[src/rtl/circbuf_ctl_pkg.sv]
// Shared configuration, state encoding and helpers for the circular-buffer flow controller.
// The sizing constants here fix the buffer geometry for every file in the slice.
package circbuf_ctl_pkg;

    localparam int DEPTH     = 16;
    localparam int INS_COUNT = 2;
    localparam int EXT_COUNT = 2;
    // One slot is sacrificed so that equal pointers always mean empty.
    localparam int CAP       = DEPTH - 1;
    localparam int ICW       = $clog2(INS_COUNT + 1);
    localparam int ECW       = $clog2(EXT_COUNT + 1);
    localparam int OCW       = $clog2(DEPTH);

    typedef enum logic {RUN, DRAIN} ctl_state_t;

    function automatic int unsigned min_u(input int unsigned a, input int unsigned b);
        return (a < b) ? a : b;
    endfunction

endpackage

[src/rtl/circbuf_ctl_if.sv]
// Producer/consumer/buffer-side signal bundle of the flow controller.
// The controller binds to slave; the surrounding pipeline (or a bench) binds to master.
interface circbuf_ctl_if;
    import circbuf_ctl_pkg::*;

    logic [ICW-1:0]       prod_count;
    logic [ICW-1:0]       prod_accept;
    logic [ECW-1:0]       cons_ready;
    logic [EXT_COUNT-1:0] cons_valid;
    logic [ICW-1:0]       buf_new_count;
    logic [ECW-1:0]       buf_ext_consumed;
    logic                 flush;
    logic                 flush_busy;
    logic [OCW-1:0]       occupancy;

    modport slave (
        input  prod_count, cons_ready, flush,
        output prod_accept, cons_valid, buf_new_count, buf_ext_consumed, flush_busy, occupancy
    );

    modport master (
        output prod_count, cons_ready, flush,
        input  prod_accept, cons_valid, buf_new_count, buf_ext_consumed, flush_busy, occupancy
    );

endinterface

[src/rtl/circbuf_ctl_therm_mask.sv]
// Count to thermometer mask: the lowest 'count' bits are set, bit 0 being the oldest slot.
module circbuf_ctl_therm_mask
    import circbuf_ctl_pkg::*;
(
    input  logic [ECW-1:0]       count,
    output logic [EXT_COUNT-1:0] mask
);

    always_comb begin
        mask = '0;
        for (int i = 0; i < EXT_COUNT; i++) begin
            mask[i] = (32'(count) > 32'(i));
        end
    end

endmodule

[src/rtl/circbuf_ctl.sv]
// Flow controller for a multi-port circular buffer: grants inserts/extracts from a
// registered occupancy count and empties the buffer on flush by draining it.
module circbuf_ctl
    import circbuf_ctl_pkg::*;
(
    input  logic         clock,
    input  logic         reset,
    circbuf_ctl_if.slave bus
);

    // One spare bit so free/occupancy arithmetic never wraps.
    localparam int AW = OCW + 1;
    typedef logic [AW-1:0] cnt_t;

    ctl_state_t     state_q, state_d;
    logic [OCW-1:0] occupancy_q, occupancy_d;

    cnt_t pc, cr, occ, free;
    cnt_t accept, avail, consumed, remain;
    logic busy;

    always_comb begin
        pc   = cnt_t'(min_u(32'(bus.prod_count), INS_COUNT));
        cr   = cnt_t'(min_u(32'(bus.cons_ready), EXT_COUNT));
        occ  = cnt_t'(occupancy_q);
        free = cnt_t'(CAP) - occ;
    end

    // State register
    always_ff @(posedge clock) begin
        if (reset) begin
            state_q     <= RUN;
            occupancy_q <= '0;
        end else begin
            state_q     <= state_d;
            occupancy_q <= occupancy_d;
        end
    end

    // Next state
    always_comb begin
        state_d = state_q;
        remain  = occ - consumed;
        case (state_q)
            RUN:     if (bus.flush && (remain != '0)) state_d = DRAIN;
            DRAIN:   if (remain == '0) state_d = RUN;
            default: state_d = RUN;
        endcase
    end

    // Outputs: grants only in RUN without flush; any flush activity just drains.
    always_comb begin
        accept   = '0;
        avail    = '0;
        consumed = '0;
        busy     = 1'b0;
        if (!reset) begin
            case (state_q)
                RUN: begin
                    if (bus.flush) begin
                        consumed = cnt_t'(min_u(32'(occ), EXT_COUNT));
                        busy     = 1'b1;
                    end else begin
                        accept   = cnt_t'(min_u(32'(pc), 32'(free)));
                        avail    = cnt_t'(min_u(32'(occ), EXT_COUNT));
                        consumed = cnt_t'(min_u(32'(cr), 32'(avail)));
                    end
                end
                DRAIN: begin
                    consumed = cnt_t'(min_u(32'(occ), EXT_COUNT));
                    busy     = 1'b1;
                end
                default: busy = 1'b0;
            endcase
        end
    end

    // Same-cycle extracts free space only next cycle: accept is bounded by registered free.
    always_comb begin
        occupancy_d = OCW'(occ + accept - consumed);
    end

    circbuf_ctl_therm_mask u_valid_mask (
        .count (avail[ECW-1:0]),
        .mask  (bus.cons_valid)
    );

    assign bus.prod_accept      = accept[ICW-1:0];
    assign bus.buf_new_count    = accept[ICW-1:0];
    assign bus.buf_ext_consumed = consumed[ECW-1:0];
    assign bus.flush_busy       = busy;
    assign bus.occupancy        = occupancy_q;

    a_occ_cap: assert property (@(posedge clock) occ <= cnt_t'(CAP));
    a_ext_le_occ: assert property (@(posedge clock) disable iff (reset) consumed <= occ);
    a_acc_le_offer: assert property (@(posedge clock) disable iff (reset)
                                     accept <= cnt_t'(bus.prod_count));

endmodule

[src/flat_wrapper.sv]
// flat-port wrapper written by rule: the top's interface ports become plain ports
module circbuf_ctl_flat import circbuf_ctl_pkg::*;
  (clock, reset, bus_prod_count, bus_cons_ready, bus_flush, bus_prod_accept, bus_cons_valid, bus_buf_new_count, bus_buf_ext_consumed, bus_flush_busy, bus_occupancy);
  circbuf_ctl_if bus_i ();
  input  logic clock;
  input  logic reset;
  input wire logic [$bits(bus_i.prod_count)-1:0] bus_prod_count;
  input wire logic [$bits(bus_i.cons_ready)-1:0] bus_cons_ready;
  input wire logic [$bits(bus_i.flush)-1:0] bus_flush;
  output wire logic [$bits(bus_i.prod_accept)-1:0] bus_prod_accept;
  output wire logic [$bits(bus_i.cons_valid)-1:0] bus_cons_valid;
  output wire logic [$bits(bus_i.buf_new_count)-1:0] bus_buf_new_count;
  output wire logic [$bits(bus_i.buf_ext_consumed)-1:0] bus_buf_ext_consumed;
  output wire logic [$bits(bus_i.flush_busy)-1:0] bus_flush_busy;
  output wire logic [$bits(bus_i.occupancy)-1:0] bus_occupancy;
  assign bus_i.prod_count = bus_prod_count;
  assign bus_i.cons_ready = bus_cons_ready;
  assign bus_i.flush = bus_flush;
  assign bus_prod_accept = bus_i.prod_accept;
  assign bus_cons_valid = bus_i.cons_valid;
  assign bus_buf_new_count = bus_i.buf_new_count;
  assign bus_buf_ext_consumed = bus_i.buf_ext_consumed;
  assign bus_flush_busy = bus_i.flush_busy;
  assign bus_occupancy = bus_i.occupancy;
  circbuf_ctl u_core (.clock(clock), .reset(reset), .bus(bus_i));
endmodule
[config.mk]
export PLATFORM = sky130hd
export DESIGN_NAME = circbuf_ctl_flat
export DESIGN_NICKNAME = d
export VERILOG_FILES = /design/src/rtl/circbuf_ctl_pkg.sv /design/src/rtl/circbuf_ctl_if.sv /design/src/rtl/circbuf_ctl_therm_mask.sv /design/src/rtl/circbuf_ctl.sv /design/src/flat_wrapper.sv
export SDC_FILE = /design/constraint.sdc
export NUM_CORES = 1
export LEC_CHECK = 0
export ABC_AREA = 1
export BUFFER_PORTS_ARGS = -buffer_cell sky130_fd_sc_hd__buf_4
export CAP_MARGIN = 20
export CORE_AREA = 2 2 39 41
export CTS_BUF_LIST = sky130_fd_sc_hd__clkbuf_4
export CTS_CLUSTER_SIZE = 10
export DETAILED_ROUTE_END_ITERATION = 8
export DIE_AREA = 0 0 41 43
export MAX_ROUTING_LAYER = met4
export PLACE_DENSITY = 0.9
export SYNTH_ARGS = -nofsm -noshare
export SYNTH_HDL_FRONTEND = slang
export SYNTH_HIERARCHICAL = 1
export SYNTH_SLANG_ARGS = --single-unit
[constraint.sdc]
create_clock -name clock -period 4.1 [get_ports clock]
set_clock_uncertainty 0.2 [all_clocks]
set_input_delay 0.615 -clock clock [delete_from_list [all_inputs] [get_ports clock]]
set_output_delay 0.615 -clock clock [all_outputs]
set_load 0.02 [all_outputs]
==> results.md, run 1 <==
* Worst EP arrival at 2980 ps
* Root buf cell: clkbuf_4
* Sequential share of power at 17.0%
* Peak fanout along the critical path at 6
* Post-detail-place hpwl at 1240 µm
* Crit path launch: u_core/bus.occupancy[2]
* Number of global-route vias before repair at 608
* Crit. End Element: register
* Hold_buf cts at 0
* Share of cells above drive strength 1 at 27.3%
* TNS Setup at 0 ps
* First-pass GRT wire length at 2330 µm
* Highest clock rate at 329 MHz
* Largest net degree at the start of global routing at 7
* Endpoints failing setup at 0
* WL/cell at 10.1 µm
* Routed vias/inst at 4.76
* First-pass iteration count of the detailed router at 4
* P_int at 0.261 mW
* Layout Nets at 149
* Status: complete, no violations
* Drt total wl at 1450 µm
* Met3 usage at 6.28%
* LEAKAGE at 0.526 nW
* Post-CTS Setup Bufs at 0
* Grt met1 use at 21.3%
* Clock-pin slew on the worst setup and hold paths at 60 ps
* Avg Cell Area, Syn at 6.86 µm²
* Synthesized flop and latch total at 5
* GR Util met2 at 33.4%
* IO Pins at 20
* Final period util at 74.1%
* Initial cell density of the core at 52.5%
* Chip width at 41 µm
* Fin. max-slew vios at 0
* Fin. Hold Viols at 0
* Sw Ratio at 51.9%
* Clock tree sinks at 5
* Synth Instances at 106
* Most common cell after layout, fill and taps aside: inv_1
* Highest-count cells in the layout ignoring fill and taps: inv_1 (26), buf_4 (19), nand2_1 (17)
* Die H at 43 µm
* Gr busiest metal: met2
* Final Critical Period at 3040 ps
* Post-synthesis sequential area ratio at 13.8%
* HP Class: in2reg
* ANT nets after route at 0
* Max-Cap Viols at 0
* Clock Power Share at 11.1%
* Global-route usage over all layers at 19.7%
* Ys Warns at 6
* Worst Hold Launch: reset
* Netlist cell types at 23
* Max VDD drop at 0.334 mV
* # diodes at 0
* Pre-CTS worst setup slack at 965 ps
* Port bufs at 19
* Placer Congestion at 0.836
* Initial antenna violation count at 0
* Largest area contributor in the netlist: ha_1
* DRC at 0
* Yosys top cell area share at 17.2%
* Reg2reg start: u_core/bus.occupancy[2]
* Setup WS post-layout at 1060 ps
* Core Region at 0.00138 mm²
* RSZ-0062 raised after global routing: false
* Initial DRC count at 10
* Switching pwr at 0.282 mW
* Mapped cell area at 727 µm²
* Rows at 14
* Grt ovf at 0
* Area growth syn-to-layout at 24.6%
* Via count at 686
* TritonCTS clock tree: yes
* Worst-Skew Late Latency at 260 ps
* Post-CTS sizing at 0
* Critical Path RT at 4040 ps
* Num CTS Buffers at 3
* Critical path type: reg2reg
* Top cells by area, synth: ha_1 (17%), dfxtp_1 (14%), inv_1 (13%), nand2_1 (8.8%), fa_1 (8.3%)
* Die area at 0.00176 mm²
* CP startpoint kind: register
* Clock Tree Buf Depth at 2
* Pwr dens at 599 mW/mm²
* H-tree Lvls at 1
* Gate power share at 71.8%
## power groups by stage
stage          clock, mW  combinational [mW]  sequential, mW
3_3_place_gp           0               0.365          0.0922
3_5_place_dp           0               0.385          0.0933
6_report          0.0604               0.390          0.0925
4_1_cts           0.0612               0.389          0.0923
5_1_grt           0.0637               0.441          0.0957
2_1_floorplan          0               0.271           0.104
## flip-flops by register name (all words and copies together), names as in the netlist
register and flops:
u_core/bus.occupancy 4, u_core/state_q 1
## cells in the mapped netlist
cell      number
inv_1         26
inv_2          2
fa_1           3
nand2_2        3
clkbuf_1       1
nand4_1        2
buf_4          2
dfxtp_1        5
o211ai_2       1
nand3_2        1
nor3_2         1
nor2_4         1
a21oi_1        4
xor2_1         1
nand2_1       17
or2_4          1
nand3_1        4
xnor2_1        1
nor2_8         2
ha_1          10
o21ai_0        4
conb_1         2
nor2_1        12
## stage by stage
step	std cells	hold slack, ps	area [µm²]	utilization (%)	total power [mW]
after floorplan	108	482	734	-	0.375
after global placement	140	489	878	63.5	0.458
after detailed placement	140	546	878	63.5	0.479
after CTS	144	402	906	65.5	0.543
after global routing	144	410	906	65.5	0.601
final	144	406	906	65.5	0.543
## cell families after synthesis
| logic type | synth area share, % |
|---|---|
| AOI/OAI and AO/OA | 7.23 |
| xor gates and xnor gates | 2.41 |
| and+or+nand+nor | 33.0 |
| buffers and inverters | 17.0 |
| DFF | 13.8 |
| adders and majority gates | 25.5 |
| other | 1.03 |
## routing by layer
layer,routed length [µm],vias up
li1,-,360
met1,603,311
met2,777,15
met3,72,0
met4,0,0
met5,0,-
## layout make-up
class / count / area, µm²
clock buffer: 3 / 22.5
clock inverter: 1 / 5.00
fill: 129 / 478
inverter: 28 / 105
multi-input combinational: 72 / 510
sequential: 5 / 100
tap: 16 / 20.0
timing repair buffer: 19 / 143
## worst max-delay path, cell delays in order, from the launching register on
cell and delay [ps]:
dfxtp_1 440, nor2_1 100, nand2_1 140, inv_1 90, ha_1 290, nand2_2 90, a21oi_1 140, nor2_1 90
fa_1 570, inv_1 60, ha_1 190, a21oi_1 190, nand2_1 90, o21ai_0 180, a21oi_1 60
## worst paths after layout
kind / to / slack [ps] / depth (start not counted)
worst max-delay path: u_core/bus.occupancy[3] / 1060 / 14
worst min-delay path: u_core/bus.occupancy[1] / 410 / 2
worst max register to register: u_core/bus.occupancy[3] / 1060 / 14
worst min register to register: u_core/bus.occupancy[0] / 550 / 3
Power figures use the tool's default switching activity.
==> inputs of run 2 (changes only) <==
- CORE_AREA: 2 2 39 41 -> unset
- CORE_MARGIN: unset -> 1
- CORE_UTILIZATION: unset -> 48
- DIE_AREA: 0 0 41 43 -> unset
- PLACE_DENSITY: 0.9 -> 0.84
- clock period: 4.1 -> 2.7 ns (I/O delays scaled with it)
==> run 2 against run 1 <==
Compared with the run above: register-to-register slack got worse by 1000 ps; cell area grew 24%; clock-buffer cell count up 1; via count up 12%; worst hold slack lost 200 ps; critical path type unchanged; largest power group unchanged.
==> results.md, run 2 (synthesis gave the netlist of run 1 again) <==
* Clock-pin slew on the worst setup and hold paths at 40 ps
* WL/cell at 13.5 µm
* Clock Tree Buf Depth at 2
* Pwr dens at 1010 mW/mm²
* Hold_buf cts at 0
* Post-detail-place hpwl at 1510 µm
* Number of global-route vias before repair at 701
* IO Pins at 20
* Highest-count cells in the layout ignoring fill and taps: buf_4 (31), inv_1 (23), nand2_1 (13)
* Layout Nets at 162
* Worst EP arrival at 2650 ps
* Clock tree sinks at 5
* Fin util at 83.5%
* Initial cell density of the core at 53.8%
* Highest clock rate at 373 MHz
* Num CTS Buffers at 3
* Rows at 13
* Final period util at 99.2%
* Grt met1 use at 26.6%
* Initial antenna violation count at 0
* Via count at 767
* Dpl cell area at 0.00102 mm²
* Placer Congestion at 0.804
* Max FFs per register at 4
* Post-route insts no fill at 156
* Core Region at 0.00135 mm²
* Worst-Skew Late Latency at 240 ps
* Routed vias/inst at 4.92
* First-pass GRT wire length at 2740 µm
* GR Util met2 at 50.0%
* Tot Pwr at 1.14 mW
* Crit. End Element: register
* # diodes at 0
* TNS Setup at 0 ps
* Area growth syn-to-layout at 55.1%
* Met3 usage at 8.15%
* Die H at 40.9 µm
* Critical Path RT at 2670 ps
* Largest net degree at the start of global routing at 7
* Fillers at 84
* DRC at 0
* Dpl cells at 150
* Initial DRC count at 12
* First-pass iteration count of the detailed router at 4
* Final Critical Period at 2680 ps
* Global-route usage over all layers at 27.3%
* Fin. Hold Viols at 0
* Most common cell after layout, fill and taps aside: buf_4
* HP Class: in2reg
* Status: complete, no violations
* Grt ovf at 0
* Gr busiest metal: met2
* TritonCTS clock tree: yes
* Design Area, Final at 0.00113 mm²
* Fin. max-slew vios at 0
* Critical path type: reg2reg
* Share of cells above drive strength 1 at 48.9%
* Chip width at 40.9 µm
* Root buf cell: clkbuf_4
* LEAKAGE at 0.601 nW
* Port bufs at 19
* Setup WS post-layout at 20.3 ps
* ANT nets after route at 0
* Pre-CTS worst setup slack at -102 ps
* Max VDD drop at 0.695 mV
* Die area at 0.00167 mm²
* CP startpoint kind: register
* Max-Cap Viols at 0
* Peak fanout along the critical path at 5
* Hold WS at 208 ps
* Drt total wl at 2100 µm
* H-tree Lvls at 1
* Endpoints failing setup at 0
## run 2: repair_timing
item                       in CTS  in global routing
setup endpoints to repair       1                  2
gates resized for setup         0                 14
pin swaps                       1                  8
setup buffers                   0                  2
## run 2: worst max-delay path, stage by stage, from the launching register on
cell     delay (ps)
dfxtp_4         340
nor2_4          150
buf_6           110
nand4_1         160
nand2_4         170
nand3_4         100
nand2_4          90
nor2_4           40
fa_2            590
inv_2            70
ha_4            260
nand3_2          60
nand2_2          80
o21ai_1          60
a21oi_1         110
## run 2: cell type report
class                   instances  area (µm²)  area share (%)
multi-input cells              72         618            54.8
well taps                      15        18.8            1.66
clock buffers                   4        30.0            2.66
flip-flops and latches          5         111            9.88
inverters                      28         105            9.32
repair buffers                 32         244            21.6
## run 2: final timing paths
path / start / to / slack [ps] / cells past startpoint
setup / recovery: u_core/bus.occupancy[3] / u_core/bus.occupancy[3] / 20 / 14
hold / removal: reset / u_core/bus.occupancy[1] / 210 / 2
setup reg to reg: u_core/bus.occupancy[3] / u_core/bus.occupancy[3] / 20 / 14
hold reg to reg: u_core/bus.occupancy[0] / u_core/bus.occupancy[0] / 570 / 3
## run 2: routing by layer
metal / vias up / share of wire (%)
met2: 21 / 55
met5: - / 0
met4: 0 / 0.90
li1: 385 / -
met3: 4 / 3.5
met1: 357 / 41
## run 2: report_power, final
group          switching (mW)  leakage (nW)  internal, mW
Clock                  0.0296        0.0184        0.0658
Combinational           0.501         0.539         0.399
Sequential             0.0314        0.0433         0.113
==> inputs of run 3 (changes only) <==
- ABC_AREA: 1 -> unset
- CORE_UTILIZATION: 48 -> 47
==> run 3 against run 2 <==
Compared with the run above: the flow now finishes with violations (setup timing); core utilization grew 6.9 points; flip-flop and latch count did not move; largest power group unchanged; clock power rose by 11%; cell area increased by 4.3%; worst setup slack got worse by 770 ps; maximum frequency is 22% lower; critical endpoint unchanged; critical path type unchanged; worst hold slack improved by 110 ps; synthesized cell count is 26% lower; sequential share of layout area is 0.73 points lower.
==> results.md, run 3 <==
* Synthesized flop and latch total at 5
* Fin util at 90.4%
* Largest area contributor in the netlist: ha_1
* CP dominant cell by count: ha_4
* Final Critical Period at 3450 ps
* Initial antenna violation count at 0
* Dpl cell area at 991 µm²
* Max stage delay on crit path at 560 ps
* Num CTS Buffers at 3
* Highest-count cells in the layout ignoring fill and taps: buf_4 (40), inv_1 (6), ha_1 (6)
* Highest clock rate at 290 MHz
* IO Pins at 20
* Die area at 0.00154 mm²
* Commonest cells in the netlist: ha_1 (10), inv_1 (9), nor2_1 (7)
* Hold_buf cts at 0
* First-pass iteration count of the detailed router at 4
* Status: complete, but fails checks
* Worst Tran Pin Value at 543 ps
* Drt total wl at 2760 µm
* Placer Congestion at 0.791
* WP buf/inv at 2
* LEAKAGE at 0.549 nW
* Avg Cell Area, Syn at 8.36 µm²
* # diodes at 0
* Largest net degree at the start of global routing at 11
* Max VDD drop at 0.883 mV
* Failing checks: setup timing
* Max-Cap Viols at 0
* Largest family of logic cells by synthesized area: adder cells
* Critical path type: reg2reg
* Multiplexer area fraction after synthesis at 0%
* Initial cell density of the core at 50.1%
* Die H at 39.2 µm
* Grt ovf at 0
* CP startpoint kind: register
* DRC at 0
* Post-Synth XOR/XNOR Area at 2.69%
* Clock tree sinks at 5
* Simple-Gate Fraction of Synth Area at 26.3%
* Switching pwr at 0.595 mW
* Worst EP arrival at 3450 ps
* TritonCTS clock tree: yes
* Fillers at 59
* Top cells by area, synth: ha_1 (19%), dfxtp_1 (15%), fa_1 (9.2%), inv_1 (5.2%), nor2_1 (4.0%)
* TNS Setup at -3330 ps
* Root buf cell: clkbuf_4
* Compound-Gate Fraction of Synth Area at 16.9%
* Mapped cell area at 652 µm²
* WL/cell at 19.7 µm
* Worst slew margin at 63.5%
* Initial DRC count at 18
* Design Area, Final at 0.00118 mm²
* Crit-path leading delay family: simple AND/OR/NAND/NOR gates
* Clock-pin slew on the worst setup and hold paths at 50 ps
* Setup WS post-layout at -753 ps
* Post-detail-place hpwl at 1430 µm
* Post-synthesis sequential area ratio at 15.4%
* Max FFs per register at 4
* Synth Instances at 78
* Area growth syn-to-layout at 80.4%
* Fin. max-slew vios at 0
* Peak fanout along the critical path at 2
* Worst-Skew Late Latency at 260 ps
* Critical Path RT at 2690 ps
* Chip width at 39.2 µm
* RSZ-0062 raised after global routing: true
* Share of cells above drive strength 1 at 59.2%
* P_int at 0.694 mW
* Endpoints failing setup at 7
* Routed vias/inst at 5.90
* Area share of fa/ha/maj cells after synthesis at 28.4%
* HP Class: in2reg
* Global-route usage over all layers at 32.5%
* CP max-delay cell: fa_2
* Ys Warns at 6
* Via count at 826
* Clock Power Share at 8.2%
* Async SR Flop Fraction at 0%
* First-pass GRT wire length at 3140 µm
* Gate power share at 80.9%
* EDFF count, synth at 0
* Sw Ratio at 46.1%
* Top_reg_cell synth: dfxtp_1
* Crit. End Element: register
* Final period util at 128%
* Port bufs at 19
* Fin. Hold Viols at 0
* H-tree Lvls at 1
* Clock Tree Buf Depth at 2
* Netlist cell types at 33
* Sequential share of power at 10.9%
* Number of global-route vias before repair at 729
* Pwr dens at 1100 mW/mm²
* Core Region at 0.00130 mm²
* Crit-path cells: or3_4, inv_4, ha_4, or4_4, a32oi_4, nor2_4, fa_2, inv_2, ha_4, a21oi_1, nand3_1, a21oi_2
* Rows at 13
* ANT nets after route at 0
* Most frequent cell after synthesis: ha_1
* Most common cell after layout, fill and taps aside: buf_4
* Layout Nets at 146
* Yosys top cell area share at 19.2%
-- run 3: power groups by stage --
stage | Clock (mW) | Sequential, mW | Combinational [mW]
5_1_grt | 0.114 | 0.146 | 1.11
3_3_place_gp | 0 | 0.136 | 0.680
4_1_cts | 0.102 | 0.137 | 0.849
2_1_floorplan | 0 | 0.174 | 0.411
3_5_place_dp | 0 | 0.138 | 0.705
6_report | 0.106 | 0.141 | 1.04
-- run 3: metal layers --
metal  track usage [%]  part of all wire [%]  vias to the layer above
li1                  -                     -                      364
met3              7.51                   7.3                       19
met4              19.8                   5.2                        0
met1              28.0                    35                      396
met2              62.1                    52                       47
met5                 -                     0                        -
-- run 3: kinds of logic (layout without fill, tap and decap cells) --
logic type / after synthesis / after routing
compound gates: 14 / 14
other cells: 2 / 4
buf+inv: 14 / 59
xor+xnor: 2 / 2
flops: 5 / 5
simple gates: 28 / 28
fa+ha+maj: 13 / 13
-- run 3: area by class of cell --
class / count / area, µm² / area share, %
Multi-Input combinational cell: 61 / 623 / 53.0
Tap cell: 15 / 18.8 / 1.60
Sequential cell: 5 / 108 / 9.15
Inverter: 10 / 40.0 / 3.40
Clock buffer: 4 / 30.0 / 2.55
Timing Repair Buffer: 45 / 357 / 30.3
-- run 3: worst paths after layout --
check	endpoint	slack [ps]	from	cells after the start
setup / recovery	u_core/bus.occupancy[3]	-750	u_core/bus.occupancy[1]	12
hold / removal	u_core/bus.occupancy[1]	320	reset	3
setup reg to reg	u_core/bus.occupancy[3]	-750	u_core/bus.occupancy[1]	12
hold reg to reg	u_core/state_q	630	u_core/state_q	3
-- run 3: tightest hold or removal path, stage by stage --
cell,delay (ps)
buf_4,90
buf_4,190
nor2_2,60
-- run 3: through the flow --
| stage | worst slack, ps | total power [mW] | hold slack [ps] | instances |
|---|---|---|---|---|
| global placement | -684 | 0.817 | 507 | 128 |
| global route | -814 | 1.37 | 309 | 140 |
| finish | -753 | 1.29 | 320 | 140 |
| CTS | -529 | 1.09 | 311 | 137 |
| detailed placement | -735 | 0.843 | 541 | 128 |
| floorplan | -689 | 0.585 | 448 | 80 |
-- run 3: timing repair --
action,4_1_cts,5_1_grt
resized for setup,9,9
setup buffers,6,4
pin swaps,13,8
endpoints found under the setup margin,7,7
gates cloned,0,0
